$ cat src/rtl/mx_xfer_sequencer_if.sv
// rtl/mx_xfer_sequencer_if.sv - command channel and mxregs load/read bus for mx_xfer_sequencer
//
// Purpose: bundles the transfer-command handshake, the mxregs write port and the
//          status pulses into one interface.
// Modports:
//   master - the sequencer: takes cmd_* and reg_line; drives cmd_ready, load_addr,
//            load_en, data_line, busy, done and cmd_err
//   slave  - the environment, meaning the command source together with mxregs
// Signals:
//   cmd_valid/cmd_ready  command handshake
//   cmd_op               00 MOV, 01 LDI, 10 CLR, 11 SWAP
//   cmd_dst              destination load address (mxregs encoding)
//   cmd_src              source register index
//   cmd_imm              immediate word for LDI
//   reg_line             flattened register contents read back from mxregs
//   load_addr/load_en    mxregs write address and write enable
//   data_line            write word broadcast to every lane
//   busy/done/cmd_err    status outputs

interface mx_xfer_sequencer_if #(
    parameter int WORD_LENGTH = 8,
    parameter int DEPTH       = 16
);
    logic                         cmd_valid;
    logic                         cmd_ready;
    logic [1:0]                   cmd_op;
    logic [7:0]                   cmd_dst;
    logic [3:0]                   cmd_src;
    logic [WORD_LENGTH-1:0]       cmd_imm;
    logic [DEPTH*WORD_LENGTH-1:0] reg_line;
    logic [7:0]                   load_addr;
    logic                         load_en;
    logic [DEPTH*WORD_LENGTH-1:0] data_line;
    logic                         busy;
    logic                         done;
    logic                         cmd_err;

    modport master (
        input  cmd_valid, cmd_op, cmd_dst, cmd_src, cmd_imm, reg_line,
        output cmd_ready, load_addr, load_en, data_line, busy, done, cmd_err
    );

    modport slave (
        output cmd_valid, cmd_op, cmd_dst, cmd_src, cmd_imm, reg_line,
        input  cmd_ready, load_addr, load_en, data_line, busy, done, cmd_err
    );
endinterface

$ cat src/rtl/mx_xfer_sequencer.sv
// rtl/mx_xfer_sequencer.sv - in-order register-transfer sequencer in front of mxregs
//
// Purpose: accepts one MOV/LDI/CLR/SWAP command at a time and performs it through
//          the mxregs load port. Source operands are read from reg_line. Because
//          commands run strictly one after another, a source read can never
//          overtake an earlier write.
// Ports:
//   clk   in   clock; every state update happens on the rising edge
//   rst   in   asynchronous reset, active low
//   bus   mx_xfer_sequencer_if.master; carries the command handshake, the mxregs
//         load port, reg_line, and the busy/done/cmd_err pulses

module mx_xfer_sequencer #(
    parameter int WORD_LENGTH = 8,
    parameter int DEPTH       = 16
) (
    input  logic                   clk,
    input  logic                   rst,
    mx_xfer_sequencer_if.master    bus
);

    localparam logic [1:0] ST_IDLE  = 2'd0;
    localparam logic [1:0] ST_EXEC  = 2'd1;
    localparam logic [1:0] ST_SWAP2 = 2'd2;
    localparam logic [1:0] ST_ERR   = 2'd3;

    localparam logic [1:0] OP_MOV  = 2'b00;
    localparam logic [1:0] OP_LDI  = 2'b01;
    localparam logic [1:0] OP_CLR  = 2'b10;
    localparam logic [1:0] OP_SWAP = 2'b11;

    logic [1:0]             state;
    logic [1:0]             op_q;
    logic [7:0]             dst_q;
    logic [3:0]             src_q;
    logic [WORD_LENGTH-1:0] imm_q;
    logic [WORD_LENGTH-1:0] tmp;

    // The last address and word driven are held, so the bus stays quiet between writes.
    logic [7:0]             addr_hold;
    logic [WORD_LENGTH-1:0] word_hold;

    logic [WORD_LENGTH-1:0] src_word;
    logic [WORD_LENGTH-1:0] dst_word;
    logic [WORD_LENGTH-1:0] exec_word;
    logic [WORD_LENGTH-1:0] out_word;
    logic                   cmd_illegal;
    logic                   dst_out_of_map;
    logic                   dst_not_reg;
    logic                   src_not_reg;
    logic                   accept;

    assign accept = bus.cmd_valid && (state == ST_IDLE);

    // Addresses 0x10/0x11 are composite loads, so they are legal for writes but do not
    // name a single register. SWAP must read its destination back, and it therefore
    // needs a plain index.
    assign dst_out_of_map = bus.cmd_dst > 8'h11;
    assign dst_not_reg    = 32'(bus.cmd_dst) >= DEPTH;
    assign src_not_reg    = 32'(bus.cmd_src) >= DEPTH;
    assign cmd_illegal    = dst_out_of_map
                         || ((bus.cmd_op == OP_SWAP) && dst_not_reg)
                         || (((bus.cmd_op == OP_MOV) || (bus.cmd_op == OP_SWAP)) && src_not_reg);

    // The source and destination words are selected with a mux, not with a variable
    // part-select, so an index wider than needed never reaches the select logic.
    always_comb begin
        src_word = '0;
        dst_word = '0;
        for (int i = 0; i < DEPTH; i++) begin
            if (src_q == 4'(i)) src_word = bus.reg_line[i*WORD_LENGTH +: WORD_LENGTH];
            if (dst_q == 8'(i)) dst_word = bus.reg_line[i*WORD_LENGTH +: WORD_LENGTH];
        end
    end

    // MOV and SWAP sample reg_line live in the EXEC cycle.
    always_comb begin
        exec_word = '0;
        case (op_q)
            OP_MOV:  exec_word = src_word;
            OP_LDI:  exec_word = imm_q;
            OP_CLR:  exec_word = '0;
            OP_SWAP: exec_word = src_word;
            default: exec_word = '0;
        endcase
    end

    always_comb begin
        out_word      = word_hold;
        bus.load_addr = addr_hold;
        bus.load_en   = 1'b0;
        if (state == ST_EXEC) begin
            out_word      = exec_word;
            bus.load_addr = dst_q;
            bus.load_en   = 1'b1;
        end else if (state == ST_SWAP2) begin
            out_word      = tmp;
            bus.load_addr = {4'h0, src_q};
            bus.load_en   = 1'b1;
        end
    end

    assign bus.data_line = {DEPTH{out_word}};
    assign bus.cmd_ready = (state == ST_IDLE);
    assign bus.busy      = (state != ST_IDLE);
    assign bus.done      = ((state == ST_EXEC) && (op_q != OP_SWAP)) || (state == ST_SWAP2);
    assign bus.cmd_err   = (state == ST_ERR);

    always_ff @(posedge clk or negedge rst) begin
        if (!rst) begin
            state     <= ST_IDLE;
            op_q      <= 2'b00;
            dst_q     <= 8'h00;
            src_q     <= 4'h0;
            imm_q     <= '0;
            tmp       <= '0;
            addr_hold <= 8'h00;
            word_hold <= '0;
        end else begin
            case (state)
                ST_IDLE: begin
                    if (accept) begin
                        op_q  <= bus.cmd_op;
                        dst_q <= bus.cmd_dst;
                        src_q <= bus.cmd_src;
                        imm_q <= bus.cmd_imm;
                        state <= cmd_illegal ? ST_ERR : ST_EXEC;
                    end
                end
                ST_EXEC: begin
                    addr_hold <= dst_q;
                    word_hold <= exec_word;
                    if (op_q == OP_SWAP) begin
                        // The destination is captured on the same edge that overwrites it.
                        tmp   <= dst_word;
                        state <= ST_SWAP2;
                    end else begin
                        state <= ST_IDLE;
                    end
                end
                ST_SWAP2: begin
                    addr_hold <= {4'h0, src_q};
                    word_hold <= tmp;
                    state     <= ST_IDLE;
                end
                default: begin
                    state <= ST_IDLE;
                end
            endcase
        end
    end

endmodule

$ cat src/flat_wrapper.sv
// flat-port wrapper written by rule: the top's interface ports become plain ports
module mx_xfer_sequencer_flat 
#(
    parameter int WORD_LENGTH = 8,
    parameter int DEPTH       = 16
)
  (clk, rst, bus_cmd_valid, bus_cmd_op, bus_cmd_dst, bus_cmd_src, bus_cmd_imm, bus_reg_line, bus_cmd_ready, bus_load_addr, bus_load_en, bus_data_line, bus_busy, bus_done, bus_cmd_err);
  mx_xfer_sequencer_if #(.WORD_LENGTH(WORD_LENGTH), .DEPTH(DEPTH)) bus_i ();
  input  logic clk;
  input  logic rst;
  input wire logic [$bits(bus_i.cmd_valid)-1:0] bus_cmd_valid;
  input wire logic [$bits(bus_i.cmd_op)-1:0] bus_cmd_op;
  input wire logic [$bits(bus_i.cmd_dst)-1:0] bus_cmd_dst;
  input wire logic [$bits(bus_i.cmd_src)-1:0] bus_cmd_src;
  input wire logic [$bits(bus_i.cmd_imm)-1:0] bus_cmd_imm;
  input wire logic [$bits(bus_i.reg_line)-1:0] bus_reg_line;
  output wire logic [$bits(bus_i.cmd_ready)-1:0] bus_cmd_ready;
  output wire logic [$bits(bus_i.load_addr)-1:0] bus_load_addr;
  output wire logic [$bits(bus_i.load_en)-1:0] bus_load_en;
  output wire logic [$bits(bus_i.data_line)-1:0] bus_data_line;
  output wire logic [$bits(bus_i.busy)-1:0] bus_busy;
  output wire logic [$bits(bus_i.done)-1:0] bus_done;
  output wire logic [$bits(bus_i.cmd_err)-1:0] bus_cmd_err;
  assign bus_i.cmd_valid = bus_cmd_valid;
  assign bus_i.cmd_op = bus_cmd_op;
  assign bus_i.cmd_dst = bus_cmd_dst;
  assign bus_i.cmd_src = bus_cmd_src;
  assign bus_i.cmd_imm = bus_cmd_imm;
  assign bus_i.reg_line = bus_reg_line;
  assign bus_cmd_ready = bus_i.cmd_ready;
  assign bus_load_addr = bus_i.load_addr;
  assign bus_load_en = bus_i.load_en;
  assign bus_data_line = bus_i.data_line;
  assign bus_busy = bus_i.busy;
  assign bus_done = bus_i.done;
  assign bus_cmd_err = bus_i.cmd_err;
  mx_xfer_sequencer #(.WORD_LENGTH(WORD_LENGTH), .DEPTH(DEPTH)) u_core (.clk(clk), .rst(rst), .bus(bus_i));
endmodule
$ cat config.mk
export PLATFORM = sky130hd
export DESIGN_NAME = mx_xfer_sequencer_flat
export DESIGN_NICKNAME = d
export VERILOG_FILES = /design/src/rtl/mx_xfer_sequencer_if.sv /design/src/rtl/mx_xfer_sequencer.sv /design/src/flat_wrapper.sv
export SDC_FILE = /design/constraint.sdc
export NUM_CORES = 1
export LEC_CHECK = 0
export BUFFER_PORTS_ARGS = -buffer_cell sky130_fd_sc_hd__buf_4
export CAP_MARGIN = 25
export CORE_MARGIN = 2
export CORE_UTILIZATION = 30
export CTS_CLUSTER_DIAMETER = 40
export DETAILED_ROUTE_END_ITERATION = 10
export GPL_TIMING_DRIVEN = 1
export PLACE_DENSITY_LB_ADDON = 0.3
export REMOVE_ABC_BUFFERS = 1
export SLEW_MARGIN = 30
export SYNTH_ARGS = -nofsm -noshare
export SYNTH_HDL_FRONTEND = slang
export SYNTH_SLANG_ARGS = --single-unit
$ cat constraint.sdc
create_clock -name clk -period 11.35 [get_ports clk]
set_clock_uncertainty 0.2 [all_clocks]
set_input_delay 2.8375 -clock clk [delete_from_list [all_inputs] [get_ports clk]]
set_output_delay 2.8375 -clock clk [all_outputs]
set_load 0.01 [all_outputs]
---- After elaboration in Yosys (flattened, before gate mapping) ----
Index checks and enable logic that the tools add are counted.
word-level totals
  register bits after elaboration ......... 48
  memory bits (writable) .................. 0
  logic and storage cells ................. 108
  latch bits .............................. 0
  ROM bits ................................ 0
  memories kept ........................... 0
operators by class
  reduce and logical (&&, ||, !) cells .... 14
  $lt $le $gt $ge ......................... 2
  equal/unequal tests ..................... 39
  $mul .................................... 0
  div/mod/pow operators ................... 0
  shift operators ......................... 0
  bitwise gates (word level) .............. 0
  add/subtract/negate cells ............... 0
  multiplexer cells ....................... 45
operators with widths
  cell                  count
  $mux W8               36
  $eq A8 B4 Y1 const B  8
  $eq A4 B4 Y1 const B  8
  $eq A8 B3 Y1 const B  4
  $pmux W8 S2           2
  $pmux W8 S3           1
  $eq A4 B3 Y1 const B  4
  $eq A8 B2 Y1 const B  2
  $eq A2 B2 Y1 const B  5
  $eq A4 B2 Y1 const B  2
  $eq A8 B1 Y1 const B  1
  $ge A8 B5 Y1 const B  1
  $gt A8 B5 Y1 const B  1
  $logic_not A8 Y1      1
  $mux W2               3
  $eq A2 B1 Y1 const B  2
  $eq A4 B1 Y1 const B  1
  $logic_not A2 Y1      2
  $logic_not A4 Y1      1
  $pmux W2 S2           1
  $reduce_and A2 Y1     2
  $reduce_bool A2 Y1    2
  $logic_and A1 B1 Y1   3
  $logic_or A1 B1 Y1    2
  other kinds (4)       5

---- Logic depth before layout (Yosys ltp) ----
  depth after elaboration ................. 19
  mapped depth ............................ 9

---- Worst setup path after synthesis ----
No wires, ideal clock.
  kind .................................... input -> output
  start point ............................. input port bus_reg_line[76]
  end point ............................... output port bus_data_line[100]
  path slack .............................. 3.492 ns
  data required time ...................... 8.312 ns
  data arrival time ....................... 4.821 ns
  cell stages on the path ................. 6
  cells stage by stage .................... or3b_2 > a31o_2 > a211oi_1 > a211oi_1 > a21oi_1 > buf_4
on the way
  word-level cells in the longest chain between the ends .. 9
RTL lines
  what                  line                     RTL
  start, declared       flat_wrapper.sv:16       input wire logic [$bits(bus_i.reg_line)-1:0] bus_reg_line;
  $mux W8 (7 in a row)  mx_xfer_sequencer.sv:71  if (src_q == 4'(i)) src_word = bus.reg_line[i*WORD_LENGTH +: WORD_LENGTH];
  $pmux W8 S3           mx_xfer_sequencer.sv:79  case (op_q)
  $mux W8               mx_xfer_sequencer.sv:92  if (state == ST_EXEC) begin
  end, declared         flat_wrapper.sv:20       output wire logic [$bits(bus_i.data_line)-1:0] bus_data_line;
No other way between the ends.

---- Worst setup path in the final report ----
  start point ............................. input port bus_reg_line[45]
  end point ............................... output port bus_data_line[29]
on the way
  word-level cells in the longest chain between the ends .. 13
RTL lines
  what                   line
  $mux W8 (11 in a row)  mx_xfer_sequencer.sv:71
  $pmux W8 S3            mx_xfer_sequencer.sv:79
  $mux W8                mx_xfer_sequencer.sv:92
No other way between the ends.

==> summary.md <==
| Metric | Value |
|---|---|
| Met3 usage | `3.05%` |
| Clock Latency Late Sink | `0.29 ns` |
| Final Max Tran Viols | `0` |
| Post_cts resized | `0` |
| Peak VDD IR | `158 uV` |
| Max Fclk | `0.129 GHz` |
| Fin area | `7610 um^2` |
| Synth top cells by count | `buf_4 (128), dfrtp_1 (48), o21ai_0 (43)` |
| Lkg Pwr | `3.35 nW` |
| Root Buffer | `clkbuf_16` |
| Fillcell total | `2055` |
| Port-buffer cells | `293` |
| Final RePlAce weighted congestion | `0.855` |
| Vias per cell | `5.38` |
| Cell taking the most area after synthesis | `dfrtp_1` |
| Startpoint types | `input pin` |
| Post-Syn Area | `5920 um^2` |
| Post-CTS Setup Repair Bufs | `0` |
| DR WL/cell | `20.3 um` |
| Initial antenna violation count | `0` |
| Htree depth | `2` |
| Hpwl dp | `16500 um` |
| Clk buf depth | `2` |
| CTS Hold Bufs | `0` |
| Ys async rst share | `100%` |
| Outcome | `finished, final reports clean` |
| Crit-path max FO | `16` |
| Pwr Density | `360 nW/um^2` |
| Top cells by area, synth | `dfrtp_1 (20%), buf_4 (16%), mux4_2 (11%), mux2_2 (7.6%), mux2i_1 (4.7%)` |
| Drt pass-1 iters | `5` |
| Tmin final | `7.73 ns` |
| DRT antenna net count | `0` |
| Type of the most critical hold path | `reg2reg` |
| Critical Setup Path Class | `in2out` |
| IO Pins | `294` |
| Slew headroom | `45.4%` |
| Initial Utilization | `30.5%` |
| CP Data Arrival Time | `4.69 ns` |
| Post-synth EDFFs | `0` |
| Count of nets after finishing | `978` |
| DRC | `0` |
| Required time worst endpoint | `8.31 ns` |
| Synth Warn # | `0` |
| Die H | `145 um` |
| Register area share after synthesis | `20.3%` |
| CP delay by family, top | `compound AO/OA/AOI/OAI gates` |
| TritonCTS sink count | `48` |
| Maxcap violations | `0` |
| Total GRT Usage | `20.0%` |
| CP Cell Sequence | `buf_4 > mux4_2 > nor2_1 > o31ai_1 > a21oi_1 > a21oi_2 > buf_4` |
| Cell variety after synth | `68` |
| Hold Vio Cnt, Final | `0` |
| Clk pin slew, worst setup/hold paths | `0.07 ns` |
| Pre-CTS setup slack | `3.28 ns` |
| CP peak stage delay | `0.55 ns` |
| Final setup vio count | `0` |
| Initial detailed-routing violation count | `410` |
| Area Overhead vs Synth | `28.6%` |
| Crit path buffers/inverters | `2` |
| Crit end category | `output pin` |
| Top_reg_cell synth | `dfrtp_1` |
| GR Util met2 | `33.2%` |
| Core area | `19400 um^2` |
| Total grt overflow | `0` |
| Placed cell area | `7450 um^2` |
| Worst slew pin tran | `0.819 ns` |
| Routed WL | `22000 um` |
| First-pass GRT wire length | `31500 um` |
| Vias in the first global route | `5466` |
| Syn Area/Cell | `8.80 um^2` |
| Final WS setup | `3.62 ns` |
| Die Area | `20900 um^2` |
| Num CTS Buffers | `5` |
| RSZ-0062 raised after global routing | `no` |
| Yosys top cell area share | `20.3%` |
| CTS tree | `done` |
| Mapped Cells | `673` |
| Die Wd | `145 um` |
| Slowest-stage cell, CP | `a21oi_2` |
| Layout cells sized above 1 | `49.3%` |
| Largest net degree at the start of global routing | `53` |
| CP most frequent cell | `buf_4` |
| Vias | `5840` |
| FP Rows | `51` |
| Count leader, synth | `buf_4` |
| M1 GR Usage | `27.3%` |
| Layer with the highest usage | `met2` |
| Final Cycle Share | `68.1%` |
| Post-route setup TNS | `0 ns` |
| Register bit total from synthesis | `48` |
| Antenna Cells | `0` |
[cell usage in the layout (no fill, tap or decap), drive strengths merged, types with 11 or more instances in the layout]
cell and n:
dfrtp 48, nand2 29, mux2 40, mux4 28, a211oi 14, o21ai 43, nor2 29, mux2i 28
a21oi 29, buf 308, a31oi 18, nand3 11, inv 22, nor2b 19
[worst reg2reg max path, stage by stage (launching register included)]
cell	delay, ns
dfrtp_1	0.42
ha_1	0.44
nor2b_1	0.72
o21ai_0	0.20
o41ai_1	0.47
a31oi_1	0.13
o21ai_0	0.24
[metal layers]
| metal | up-vias | share of wire (%) |
|---|---|---|
| met2 | 295 | 47 |
| met5 | - | 0 |
| met3 | 27 | 7.8 |
| met4 | 0 | 1.8 |
| met1 | 2831 | 43 |
| li1 | 2687 | - |
[area by class of cell]
| cell class | instances | area (um^2) | share of cell area [%] |
|---|---|---|---|
| Clock buffer | 6 | 129 | 1.69 |
| Clock inverter | 2 | 35.0 | 0.460 |
| Inverter | 23 | 86.3 | 1.13 |
| Multi-Input combinational cell | 433 | 3520 | 46.2 |
| Sequential cell | 48 | 1200 | 15.8 |
| Tap cell | 265 | 332 | 4.35 |
| Timing Repair Buffer | 308 | 2310 | 30.4 |
[sequential cells by signal, indices dropped and copies added (netlist names)]
register and cells:
u_core.tmp 8, u_core.word_hold 8, u_core.imm_q 8, u_core.op_q 2, u_core.src_q 4, u_core.addr_hold 8
u_core.state 2, u_core.dst_q 8
[power by group]
group / leakage (nW) / switching, mW / internal (mW) / total (mW)
logic: 2.69 / 1.22 / 1.03 / 2.25
registers: 0.575 / 0.0649 / 0.256 / 0.321
clock network: 0.0808 / 0.0677 / 0.104 / 0.172
[kinds of logic (layout without fill, tap and decap cells)]
family / Yosys count / in the layout / synth area share (%)
flip-flops: 48 / 48 / 20.3
buffers and inverters: 192 / 339 / 20.6
AND/OR/NAND/NOR: 142 / 142 / 13.1
adder cells (fa/ha/maj): 6 / 6 / 1.27
multiplexers: 96 / 96 / 23.0
AO/OA/AOI/OAI: 189 / 189 / 21.7
[worst paths after layout]
check                                       startpoint                              end  slack [ns]  cells after the start
min                        u_core.imm_q[7]$_DFFE_PN0P_      u_core.imm_q[7]$_DFFE_PN0P_        0.30                      1
max reg2reg                 u_core.op_q[0]$_DFFE_PN0P_  u_core.word_hold[1]$_DFFE_PN0P_        8.44                      6
min in group asynchronous                          rst  u_core.addr_hold[5]$_DFFE_PN0P_        2.38                      1
max in group asynchronous                          rst      u_core.src_q[0]$_DFFE_PN0P_        8.06                      1
max                                   bus_reg_line[45]                bus_data_line[29]        3.62                      7
min reg2reg                u_core.imm_q[7]$_DFFE_PN0P_      u_core.imm_q[7]$_DFFE_PN0P_        0.30                      1
[through the flow]
| step | hold WS (ns) | power (mW) | std cells | utilization [%] |
|---|---|---|---|---|
| 3_3_place_gp | 0.288 | 2.57 | 1077 | 38.3 |
| 5_1_grt | 0.335 | 2.95 | 1085 | 39.3 |
| 2_1_floorplan | 0.271 | 1.47 | 504 | - |
| 4_1_cts | 0.309 | 2.76 | 1085 | 39.2 |
| 6_report | 0.301 | 2.74 | 1085 | 39.3 |
| 3_5_place_dp | 0.295 | 2.58 | 1077 | 38.4 |
Note: power is estimated with default switching activity, not from simulation.
